**src/rtl/seg_arb_pkg.sv**
```systemverilog
// Shared types and constants for the seven-segment display arbiter.
// Covers the state encoding, the blank word and the requester/grant widths.
package seg_arb_pkg;
   localparam int NUM_REQ = 4;
   localparam int GID_W   = 2;

   // Every nibble is invalid BCD, so the scan driver shows nothing.
   localparam logic [31:0] BLANK_WORD = 32'hFFFF_FFFF;

   typedef enum logic [1:0] {
      IDLE  = 2'd0,
      SHOW  = 2'd1,
      BLANK = 2'd2
   } state_t;
endpackage

```
**src/rtl/seg_rr_pick.sv**
```systemverilog
// Combinational 4-way round-robin picker.
// Searches req starting at last+1, wrapping modulo NUM_REQ.
module seg_rr_pick
   import seg_arb_pkg::*;
(
   input  logic [NUM_REQ-1:0] req,
   input  logic [GID_W-1:0]   last,
   output logic               found,
   output logic [GID_W-1:0]   idx
);
   logic [GID_W-1:0]   cand [NUM_REQ];
   logic [NUM_REQ-1:0] hit;

   genvar gi;
   generate
      for (gi = 0; gi < NUM_REQ; gi++) begin : g_cand
         assign cand[gi] = last + GID_W'(gi + 1);
         assign hit[gi]  = req[cand[gi]];
      end
   endgenerate

   // Scan from the lowest priority up so the nearest candidate wins.
   always_comb begin
      found = |hit;
      idx   = cand[0];
      for (int k = NUM_REQ - 1; k >= 0; k--) begin
         if (hit[k]) idx = cand[k];
      end
   end
endmodule

```
**src/rtl/seg_disp_arb.sv**
```systemverilog
// Round-robin arbiter sharing the 8-digit display between four page sources.
// Optional macro SEG_ARB_PREEMPT_EN lets requester 0 cut short another page.
module seg_disp_arb
   import seg_arb_pkg::*;
#(
   parameter int HOLD_CYCLES  = 50000000,
   parameter int BLANK_CYCLES = 5000000
) (
   input  logic                  seg_clk,
   input  logic                  seg_rst_n,
   input  logic [NUM_REQ-1:0]    req_valid,
   input  logic [NUM_REQ*32-1:0] req_data,
   output logic [NUM_REQ-1:0]    req_ack,
   output logic [31:0]           dsp_data,
   output logic [GID_W-1:0]      grant_id,
   output logic                  busy
);
   localparam logic [31:0] HOLD_LD  = 32'(HOLD_CYCLES - 1);
   localparam logic [31:0] BLANK_LD = (BLANK_CYCLES > 0) ? 32'(BLANK_CYCLES - 1) : 32'd0;

   state_t             state_reg, state_next;
   logic [31:0]        cnt_reg, cnt_next;
   logic [31:0]        dsp_reg, dsp_next;
   logic [GID_W-1:0]   gid_reg, gid_next;
   logic [GID_W-1:0]   last_reg, last_next;
   logic [NUM_REQ-1:0] ack_reg, ack_next;

   logic               pick_found;
   logic [GID_W-1:0]   pick_idx;
   logic               grant_en;
   logic [GID_W-1:0]   grant_idx;

   seg_rr_pick u_pick (
      .req   (req_valid),
      .last  (last_reg),
      .found (pick_found),
      .idx   (pick_idx)
   );

   always_ff @(posedge seg_clk) begin
      if (!seg_rst_n) begin
         state_reg <= IDLE;
         cnt_reg   <= '0;
         dsp_reg   <= BLANK_WORD;
         gid_reg   <= '0;
         last_reg  <= GID_W'(NUM_REQ - 1);
         ack_reg   <= '0;
      end else begin
         state_reg <= state_next;
         cnt_reg   <= cnt_next;
         dsp_reg   <= dsp_next;
         gid_reg   <= gid_next;
         last_reg  <= last_next;
         ack_reg   <= ack_next;
      end
   end

   always_comb begin
      state_next = state_reg;
      cnt_next   = cnt_reg;
      dsp_next   = dsp_reg;
      gid_next   = gid_reg;
      last_next  = last_reg;
      ack_next   = '0;
      grant_en   = 1'b0;
      grant_idx  = pick_idx;

      case (state_reg)
         IDLE: begin
            if (pick_found) grant_en = 1'b1;
         end
         SHOW: begin
            if (cnt_reg != '0) begin
               cnt_next = cnt_reg - 32'd1;
            end else if (!pick_found) begin
               state_next = IDLE;
            end else if (BLANK_CYCLES > 0) begin
               state_next = BLANK;
               dsp_next   = BLANK_WORD;
               cnt_next   = BLANK_LD;
            end else begin
               grant_en = 1'b1;
            end
         end
         BLANK: begin
            if (cnt_reg != '0) begin
               cnt_next = cnt_reg - 32'd1;
            end else if (pick_found) begin
               grant_en = 1'b1;
            end else begin
               state_next = IDLE;
               dsp_next   = BLANK_WORD;
            end
         end
         default: state_next = IDLE;
      endcase

`ifdef SEG_ARB_PREEMPT_EN
      // Requester 0 jumps the queue unless it already owns the display.
      if (req_valid[0] && ((state_reg == SHOW && gid_reg != '0) || state_reg == BLANK)) begin
         grant_en  = 1'b1;
         grant_idx = '0;
      end
`endif

      if (grant_en) begin
         ack_next   = NUM_REQ'(1) << grant_idx;
         dsp_next   = req_data[32*grant_idx +: 32];
         gid_next   = grant_idx;
         last_next  = grant_idx;
         cnt_next   = HOLD_LD;
         state_next = SHOW;
      end
   end

   assign req_ack  = ack_reg;
   assign dsp_data = dsp_reg;
   assign grant_id = gid_reg;
   assign busy     = (state_reg != IDLE);
endmodule

```
**config.mk**
```make
export PLATFORM = sky130hd
export DESIGN_NAME = seg_disp_arb
export DESIGN_NICKNAME = d
export VERILOG_FILES = /design/src/rtl/seg_arb_pkg.sv /design/src/rtl/seg_rr_pick.sv /design/src/rtl/seg_disp_arb.sv
export SDC_FILE = /design/constraint.sdc
export NUM_CORES = 1
export LEC_CHECK = 0
export ABC_AREA = 1
export CORE_ASPECT_RATIO = 1.75
export CORE_MARGIN = 4
export CORE_UTILIZATION = 54
export CTS_BUF_LIST = sky130_fd_sc_hd__clkbuf_4
export DETAILED_ROUTE_END_ITERATION = 8
export DONT_BUFFER_PORTS = 1
export PLACE_DENSITY = 0.69
export SLEW_MARGIN = 20
export SYNTH_ARGS = -nofsm -noshare
export SYNTH_HDL_FRONTEND = slang
export SYNTH_SLANG_ARGS = --single-unit
```
**constraint.sdc**
```tcl
create_clock -name seg_clk -period 3.8 [get_ports seg_clk]
set_input_delay 0.76 -clock seg_clk [delete_from_list [all_inputs] [get_ports seg_clk]]
set_output_delay 0.76 -clock seg_clk [all_outputs]
set_load 0.01 [all_outputs]
```
==> flow_metrics.env, run 1 <==
export IMPL_finalSetupViolations=0
export IMPL_critPathCaptureType="flop"
export IMPL_min_path_type="primary input to flop"
export IMPL_fp_dieH_um=140
export IMPL_nets=1030
export IMPL_muxShareOfSynthArea=0
export IMPL_routedWlPerCell_um=16.6
export IMPL_skew_ns=0.0165
export IMPL_worst_slack_ns=1.19
export IMPL_synth_top_area_cell="dfxtp_1"
export IMPL_core_area_sq_um=9850
export IMPL_cts_resized=0
export IMPL_ant_nets=0
export IMPL_ctsHoldBuffers=0
export IMPL_clock_path_buffers=2
export IMPL_grt_pass1_wl_mm=27.2
export IMPL_p_leak_uw=0.00294
export IMPL_yosys_register_bits=74
export IMPL_synthSimpleGateAreaFrac=0.436
export IMPL_path_buf_inv=2
export IMPL_synthArstFlopShare=0
export IMPL_synth_area_leaders="dfxtp_1 (27%), nand3_1 (19%), nand2_1 (13%)"
export IMPL_synth_most_common_cell="nand3_1"
export IMPL_overflow=0
export IMPL_synth_edf_count=0
export IMPL_finalHoldViolCount=0
export IMPL_power_uw=4690
export IMPL_dp_hpwl_mm=13.0
export IMPL_start_util=0.549
export IMPL_cts_sinks=74
export IMPL_ys_seq_area_frac=0.274
export IMPL_synth_xor_area_share=0.0324
export IMPL_maxCapViolations=0
export IMPL_ctsRootBufferMaster="clkbuf_4"
export IMPL_grt_antenna_before_repair=1
export IMPL_slowest_delay_ns=0.43
export IMPL_clock_latency_ns=0.44
export IMPL_synth_cell_types=32
export IMPL_drive_gt1_frac=0.0600
export IMPL_yosys_warnings=0
export IMPL_clk_pin_slew_ns=0.13
export IMPL_core_rowCount=48
export IMPL_period_needed_ns=2.61
export IMPL_netlist_area_sq_um=5410
export IMPL_synth_common_cells="nand3_1 (210), nand2_1 (194), inv_1 (172), dfxtp_1 (74), nor2_1 (69)"
export IMPL_synth_top_family_by_area="simple AND/OR/NAND/NOR gates"
export IMPL_yosysTopAreaCellShare=0.274
export IMPL_setup_tns_ns=0
export IMPL_syn_num_nets=1056
export IMPL_worstPathRequired_ns=4.13
export IMPL_worst_slew_pin_slew_ns=0.798
export IMPL_p_per_area_nw_per_um2=848
export IMPL_rsz0062_at_grt="false"
export IMPL_synth_compound_area_share=0.0796
export IMPL_synth_main_ff_cell="dfxtp_1"
export IMPL_synthesis_instances=921
export IMPL_finalMaxSlewViolations=0
export IMPL_preCtsSetupSlack_ns=1.05
export IMPL_die_area_sq_um=11700
export IMPL_ir_drop_mv=0.439
export IMPL_dr_pass1_iters=6
export IMPL_area_delta_synth_final_pct=2.22
export IMPL_cp_slowest_cell="nor2_4"
export IMPL_drt_iter0_markers=364
export IMPL_cts_buffers=9
export IMPL_vias_per_cell=5.66
export IMPL_path_delay_family="simple AND/OR/NAND/NOR gates"
export IMPL_vias=5811
export IMPL_cp_data_arrival_time_ns=2.95
export IMPL_timing_final_crit_share=0.687
export IMPL_cp_start_kind="flop"
export IMPL_grt_max_degree=65
export IMPL_slew_limit_headroom=0.464
export IMPL_path_cells="inv_1 > ha_1 > nand2_2 > nor2_4 > nand3_4 > nor2_8 > nand2_2 > nand2_1 > nand2_2 > nor2_4 > buf_4 > nand3_1 > nand2_1 > nand2_1"
export IMPL_gp_congestion=1.04
export IMPL_cts_max_level=3
export IMPL_syn_avg_cell_area_sq_um=5.87
export IMPL_grt_pass1_vias=5624
export IMPL_hold_ws_ns=0.446
export IMPL_synth_fa_ha_area_frac=0.00231
export IMPL_io_pins=173
export IMPL_grtUsageTotal=0.286
export IMPL_fmax_mhz=383
export IMPL_status="finished, final reports clean"
export IMPL_die_x_um=83.6
export IMPL_io_buffers=0
export IMPL_drt_total_wl_mm=17.0
export IMPL_path_class="flop to flop"
export IMPL_route_detailed_drc=0
export IMPL_cp_max_fo=21
export IMPL_cts_tree="built"
export IMPL_post_cts_setup_buffer_count=0
-- power by group --
group          switching (uW)  total [uW]  internal (uW)
clock network             301         566            265
logic                    1920        2810            890
registers                 301        1310           1010
total                    2520        4690           2160
-- layer usage --
layer  wire length, um  vias up  global-route usage
li1                  -     2846                   -
met1              6030     2642               0.299
met2              8770      252               0.514
met3              1090       71              0.0553
met4              1110        0               0.187
met5                 0        -                   0
-- area by class of cell --
type	count	area, sq um
Antenna cell	1	2.50
Clock buffer	9	67.6
Clock inverter	7	93.8
Fill cell	1098	4320
Inverter	178	671
Multi-Input combinational cell	622	2980
Sequential cell	74	1480
Tap cell	125	156
Timing Repair Buffer	10	75.1
-- per-stage QoR --
stage               area (sq um)  utilization  std cells
floorplan                   5410            -        921
global placement            5360        0.544       1009
detailed placement          5360        0.544       1009
CTS                         5520        0.561       1025
global route                5530        0.561       1026
finish                      5530        0.561       1026
-- final timing paths --
kind               start      endpoint  slack [ns]  depth (start not counted)
max           cnt_reg[0]  dsp_data[15]        1.19                         14
min            seg_rst_n    cnt_reg[2]        0.45                          2
max reg2reg   cnt_reg[0]  dsp_data[15]        1.19                         14
min reg2reg  cnt_reg[22]   cnt_reg[22]        0.51                          2
-- cell usage in the layout (no fill, tap or decap), types with 2 or more instances in the layout --
cell type | netlist | layout
nand3_1 | 210 | 210
nand2_1 | 194 | 193
inv_1 | 172 | 172
dfxtp_1 | 74 | 74
nor2_1 | 69 | 69
a21oi_1 | 55 | 55
o21ai_0 | 19 | 19
nor3_1 | 15 | 15
xor2_1 | 11 | 11
nand2_2 | 10 | 11
buf_4 | 8 | 10
xnor2_1 | 9 | 9
clkbuf_4 | 0 | 9
nand4_1 | 5 | 5
inv_2 | 5 | 5
nor2_4 | 4 | 4
nand3b_1 | 3 | 3
o21ai_1 | 3 | 3
o21a_1 | 2 | 2
a22oi_1 | 2 | 2
nor2_2 | 2 | 2
nand3_2 | 2 | 2
bufinv_16 | 0 | 2
clkinv_2 | 0 | 2
clkinvlp_4 | 0 | 2
-- cell families (layout without fill, tap and decap cells) --
group           count (synthesis)  after routing
simple gates                  518            518
compound gates                 83             83
flops                          74             74
xor+xnor                       20             20
other cells                     0              1
fa+ha+maj                       1              1
buf+inv                       225            204
Power figures use the tool's default switching activity.
==> run 2, diff against run 1 <==
Clock period 3.8 ns to 2.7 ns, I/O delays scaled along.
==> run 2 against run 1 <==
Effect of this change: flip-flop and latch count did not move; highest routed layer unchanged; largest power group unchanged; clock skew fell by 0.0038 ns; total power rose by 48%; hold slack got worse by 0.23 ns.
==> flow_metrics.env, run 2 (synthesis gave the netlist of run 1 again) <==
export IMPL_hold_ws_ns=0.219
export IMPL_dp_hpwl_mm=13.3
export IMPL_drive_gt1_frac=0.0673
export IMPL_rsz0062_at_grt="false"
export IMPL_ant_nets=0
export IMPL_cts_buffers=9
export IMPL_timing_final_crit_share=0.913
export IMPL_finalSetupViolations=0
export IMPL_setup_tns_ns=0
export IMPL_cp_start_kind="flop"
export IMPL_skew_ns=0.0127
export IMPL_dpl_cell_area_sq_um=5440
export IMPL_worst_slew_pin_slew_ns=0.728
export IMPL_io_pins=173
export IMPL_ctsHoldBuffers=0
export IMPL_cts_max_level=3
export IMPL_grt_max_degree=47
export IMPL_power_uw=6920
export IMPL_period_needed_ns=2.47
export IMPL_die_area_sq_um=11700
export IMPL_cp_data_arrival_time_ns=2.86
export IMPL_p_seq_frac=0.266
export IMPL_finalHoldViolCount=0
export IMPL_grt_pass1_wl_mm=27.6
export IMPL_mostFrequentLayoutCell="nand3_1"
export IMPL_clock_latency_ns=0.45
export IMPL_fmax_mhz=406
export IMPL_p_sw_uw=3580
export IMPL_slowest_delay_ns=0.45
export IMPL_cp_max_fo=22
export IMPL_stdcell_area_sq_um=5660
export IMPL_area_delta_synth_final_pct=4.65
export IMPL_core_area_sq_um=9850
export IMPL_grtUsageTotal=0.292
export IMPL_p_leak_uw=0.00301
export IMPL_routedWlPerCell_um=16.8
export IMPL_cts_sinks=74
export IMPL_layout_common_cells="nand3_1 (210), nand2_1 (193), inv_1 (172)"
export IMPL_final_util=0.574
export IMPL_core_rowCount=48
export IMPL_overflow=0
export IMPL_path_class="flop to flop"
export IMPL_grt_antenna_before_repair=1
export IMPL_drt_total_wl_mm=17.4
export IMPL_cts_tree="built"
export IMPL_drt_iter0_markers=371
export IMPL_maxCapViolations=0
export IMPL_start_util=0.549
export IMPL_crit_top_cell="nand2_2"
export IMPL_nets=1036
export IMPL_slew_limit_headroom=0.514
export IMPL_ctsRootBufferMaster="clkbuf_4"
export IMPL_post_cts_setup_buffer_count=0
export IMPL_clk_pin_slew_ns=0.13
export IMPL_route_detailed_drc=0
export IMPL_dr_pass1_iters=7
export IMPL_p_sw_frac=0.518
export IMPL_die_x_um=83.6
export IMPL_critPathCaptureType="flop"
export IMPL_vias_per_cell=5.64
export IMPL_gp_congestion=1.08
export IMPL_status="finished, final reports clean"
export IMPL_io_buffers=0
export IMPL_finalMaxSlewViolations=0
export IMPL_worstPathRequired_ns=3.10
export IMPL_vias=5822
export IMPL_cp_slowest_cell="a21oi_1"
export IMPL_grt_pass1_vias=5655
export IMPL_ir_drop_mv=0.783
export IMPL_min_path_type="primary input to flop"
export IMPL_path_cells="inv_1 > ha_1 > nand2_2 > nor2_4 > nand3_4 > nand3b_1 > nand3_2 > nand2_2 > a21oi_1 > o21a_1"
export IMPL_p_per_area_nw_per_um2=1220
export IMPL_p_clk_frac=0.144
export IMPL_p_int_uw=3330
export IMPL_p_comb_frac=0.590
export IMPL_clock_path_buffers=2
export IMPL_fp_dieH_um=140
==> run 2: metrics by stage <==
stage / setup WS [ns] / std cells
6_report: 0.235 / 1032
4_1_cts: 0.219 / 1031
5_1_grt: 0.0206 / 1032
3_3_place_gp: 0.322 / 1015
3_5_place_dp: 0.285 / 1015
2_1_floorplan: 0.778 / 921
==> run 2: power by group through the flow <==
| stage | Sequential, uW | Combinational, uW | Clock (uW) |
|---|---|---|---|
| CTS | 1840 | 4060 | 1010 |
| floorplan | 1720 | 3320 | 0 |
| finish | 1840 | 4080 | 996 |
| global placement | 1860 | 3980 | 0 |
| detailed placement | 1860 | 4040 | 0 |
| global route | 1870 | 4610 | 1050 |
==> run 2: cell type report <==
type                    instances  area [sq um]
clock inverters                 7           141
well taps                     125           156
multi-input cells             622          2980
inverters                     178           671
clock buffers                   9          67.6
flip-flops and latches         74          1480
diodes                          1          2.50
fillers                      1022          4190
repair buffers                 16           158
==> run 2: layer usage <==
metal / vias up / global-route usage / wire length [um]
li1: 2854 / - / -
met1: 2620 / 0.303 / 6210
met5: - / 0 / 0
met2: 279 / 0.526 / 8990
met4: 0 / 0.195 / 1100
met3: 69 / 0.0530 / 1070
==> run 2: repair_timing <==
item	CTS	global route
endpoints found under the hold margin	0	0
setup endpoints to repair	0	25
gates resized for setup	0	1
==> run 2: path summary, 6_finish.rpt <==
kind / startpoint / to / slack, ns / cells after the start
hold reg to reg: cnt_reg[22] / cnt_reg[22] / 0.51 / 2
setup / recovery: cnt_reg[0] / cnt_reg[13] / 0.23 / 10
hold / removal: seg_rst_n / cnt_reg[20] / 0.22 / 2
setup reg to reg: cnt_reg[0] / cnt_reg[13] / 0.23 / 10
==> run 2: critical path, delay by kind of cell (launching register included) <==
| kind | cells | cell delay (ns) |
|---|---|---|
| AO/OA/AOI/OAI | 2 | 0.63 |
| AND/OR/NAND/NOR | 6 | 1.10 |
| adder cells (fa/ha/maj) | 1 | 0.26 |
| flip-flops | 1 | 0.32 |
| buffers and inverters | 1 | 0.11 |
==> run 3, diff against run 2 <==
Settings changed: CORE_ASPECT_RATIO 1.75 to not set, CORE_MARGIN 4 to 2.
Clock period 2.7 ns to 2.59 ns, I/O delays scaled along.
==> run 3 against run 2 <==
Effect of this change: clock power decreased by 24%; via count decreased by 2.2%; non-clock buffer count increased by 1; first-iteration DRC count decreased by 17%; total power decreased by 2.1%; global-route usage decreased by 2.9 points.
==> flow_metrics.env, run 3 (synthesis gave the netlist of run 1 again) <==
export IMPL_gp_congestion=0.983
export IMPL_slowest_delay_ns=0.32
export IMPL_ant_nets=0
export IMPL_setup_tns_ns=0
export IMPL_dp_hpwl_mm=10.8
export IMPL_path_delay_family="simple AND/OR/NAND/NOR gates"
export IMPL_ctsRootBufferMaster="clkbuf_4"
export IMPL_skew_ns=0.0150
export IMPL_p_int_uw=3220
export IMPL_p_per_area_nw_per_um2=1210
export IMPL_min_path_type="primary input to flop"
export IMPL_cp_start_kind="flop"
export IMPL_vias_per_cell=5.48
export IMPL_start_util=0.556
export IMPL_nets=1037
export IMPL_core_rowCount=36
export IMPL_route_detailed_drc=0
export IMPL_path_buf_inv=2
export IMPL_cts_tree="built"
export IMPL_clk_pin_slew_ns=0.13
export IMPL_mostFrequentLayoutCell="nand3_1"
export IMPL_cts_sinks=74
export IMPL_cp_data_arrival_time_ns=2.66
export IMPL_path_cells="inv_1 > ha_1 > nand2_2 > nor2_4 > nand3_4 > nand3b_1 > nand3_2 > nand2_2 > inv_2 > o21ai_0 > a21oi_1"
export IMPL_nFillCells=1012
export IMPL_vias=5695
export IMPL_post_cts_setup_buffer_count=0
export IMPL_p_clk_frac=0.111
export IMPL_core_area_sq_um=9730
export IMPL_p_leak_uw=0.00298
export IMPL_drt_iter0_markers=308
export IMPL_cts_buffers=9
export IMPL_p_sw_uw=3560
export IMPL_finalHoldViolCount=0
export IMPL_cp_max_fo=22
export IMPL_crit_top_cell="nand2_2"
export IMPL_dr_pass1_iters=7
export IMPL_p_seq_frac=0.278
export IMPL_period_needed_ns=2.28
export IMPL_die_x_um=104
export IMPL_finalSetupViolations=0
export IMPL_clock_path_buffers=2
export IMPL_area_delta_synth_final_pct=3.89
export IMPL_fmax_mhz=438
export IMPL_crit_start="cnt_reg[0]"
export IMPL_grt_antenna_before_repair=0
export IMPL_die_area_sq_um=10800
export IMPL_routedWlPerCell_um=13.6
export IMPL_critPathCaptureType="flop"
export IMPL_worstPathRequired_ns=2.97
export IMPL_grt_pass1_wl_mm=23.9
export IMPL_p_comb_frac=0.610
export IMPL_grt_max_degree=36
export IMPL_p_sw_frac=0.525
export IMPL_rsz0062_at_grt="false"
export IMPL_stdcell_area_sq_um=5620
export IMPL_grtUsageTotal=0.263
export IMPL_path_class="flop to flop"
export IMPL_grt_pass1_vias=5323
export IMPL_io_pins=173
export IMPL_slew_limit_headroom=0.585
export IMPL_status="finished, final reports clean"
export IMPL_antennaDiodeCount=0
export IMPL_timing_final_crit_share=0.881
export IMPL_cts_max_level=3
export IMPL_ctsHoldBuffers=0
export IMPL_clock_latency_ns=0.45
export IMPL_io_buffers=0
export IMPL_overflow=0
export IMPL_worst_slew_pin_slew_ns=0.623
export IMPL_fp_dieH_um=104
export IMPL_hold_ws_ns=0.198
export IMPL_maxCapViolations=0
export IMPL_layout_common_cells="nand3_1 (210), nand2_1 (193), inv_1 (172)"
export IMPL_cp_slowest_cell="dfxtp_1"
export IMPL_drt_total_wl_mm=14.1
export IMPL_cts_resized=0
export IMPL_timing_rr_start="cnt_reg[0]"
export IMPL_drive_gt1_frac=0.0662
export IMPL_dpl_cell_area_sq_um=5470
export IMPL_finalMaxSlewViolations=0
export IMPL_min_from="seg_rst_n"
export IMPL_ir_drop_mv=0.688
run 3: changes by cell type in the layout (fill, tap and decap cells not counted), sizes merged:
cell / change
buf: +1
bufinv: -3
clkbuf: +1
clkinvlp: +1
diode: -1
inv: +1
run 3: path summary, 6_finish.rpt:
check / to / slack, ns / cells past startpoint
worst min-delay path: cnt_reg[2] / 0.20 / 2
worst max register to register: cnt_reg[15] / 0.31 / 11
worst min register to register: cnt_reg[22] / 0.52 / 2
worst max-delay path: cnt_reg[15] / 0.31 / 11
run 3: per-stage QoR:
step | cells | total power (uW) | setup WS, ns | utilization
6_report | 1040 | 6770 | 0.309 | 0.577
4_1_cts | 1040 | 6770 | 0.345 | 0.577
2_1_floorplan | 921 | 5250 | 0.668 | -
3_5_place_dp | 1024 | 6020 | 0.346 | 0.563
3_3_place_gp | 1024 | 5930 | 0.401 | 0.563
5_1_grt | 1040 | 7490 | 0.00867 | 0.577
run 3: area by class of cell:
| class | count | area [sq um] | share of cell area |
|---|---|---|---|
| multi-input combinational | 622 | 2980 | 0.530 |
| sequential | 74 | 1480 | 0.264 |
| inverter | 178 | 671 | 0.119 |
| timing repair buffer | 17 | 178 | 0.0316 |
| tap | 133 | 166 | 0.0296 |
| clock buffer | 10 | 75.1 | 0.0134 |
| clock inverter | 6 | 66.3 | 0.0118 |
run 3: power groups by stage:
stage	Combinational (uW)	Sequential [uW]	Clock, uW
final	4130	1880	755
after global routing	4740	1930	818
after CTS	4120	1880	768
after detailed placement	4110	1910	0
after global placement	4020	1900	0
after floorplan	3460	1790	0
run 3: routing by layer:
layer  vias to the layer above  GRT usage  routed length (um)
met5                         -          0                   0
met4                         0     0.0685                 235
met3                        24     0.0802                1140
met2                       219      0.461                6950
met1                      2599      0.313                5760
li1                       2853          -                   -
run 3: worst reg2reg max path: cells and delay by family, from the launching register on:
| kind | cells | cell delay (ns) |
|---|---|---|
| adder cells (fa/ha/maj) | 1 | 0.20 |
| buffers and inverters | 2 | 0.36 |
| AND/OR/NAND/NOR | 6 | 1.15 |
| AO/OA/AOI/OAI | 2 | 0.22 |
| flip-flops | 1 | 0.32 |
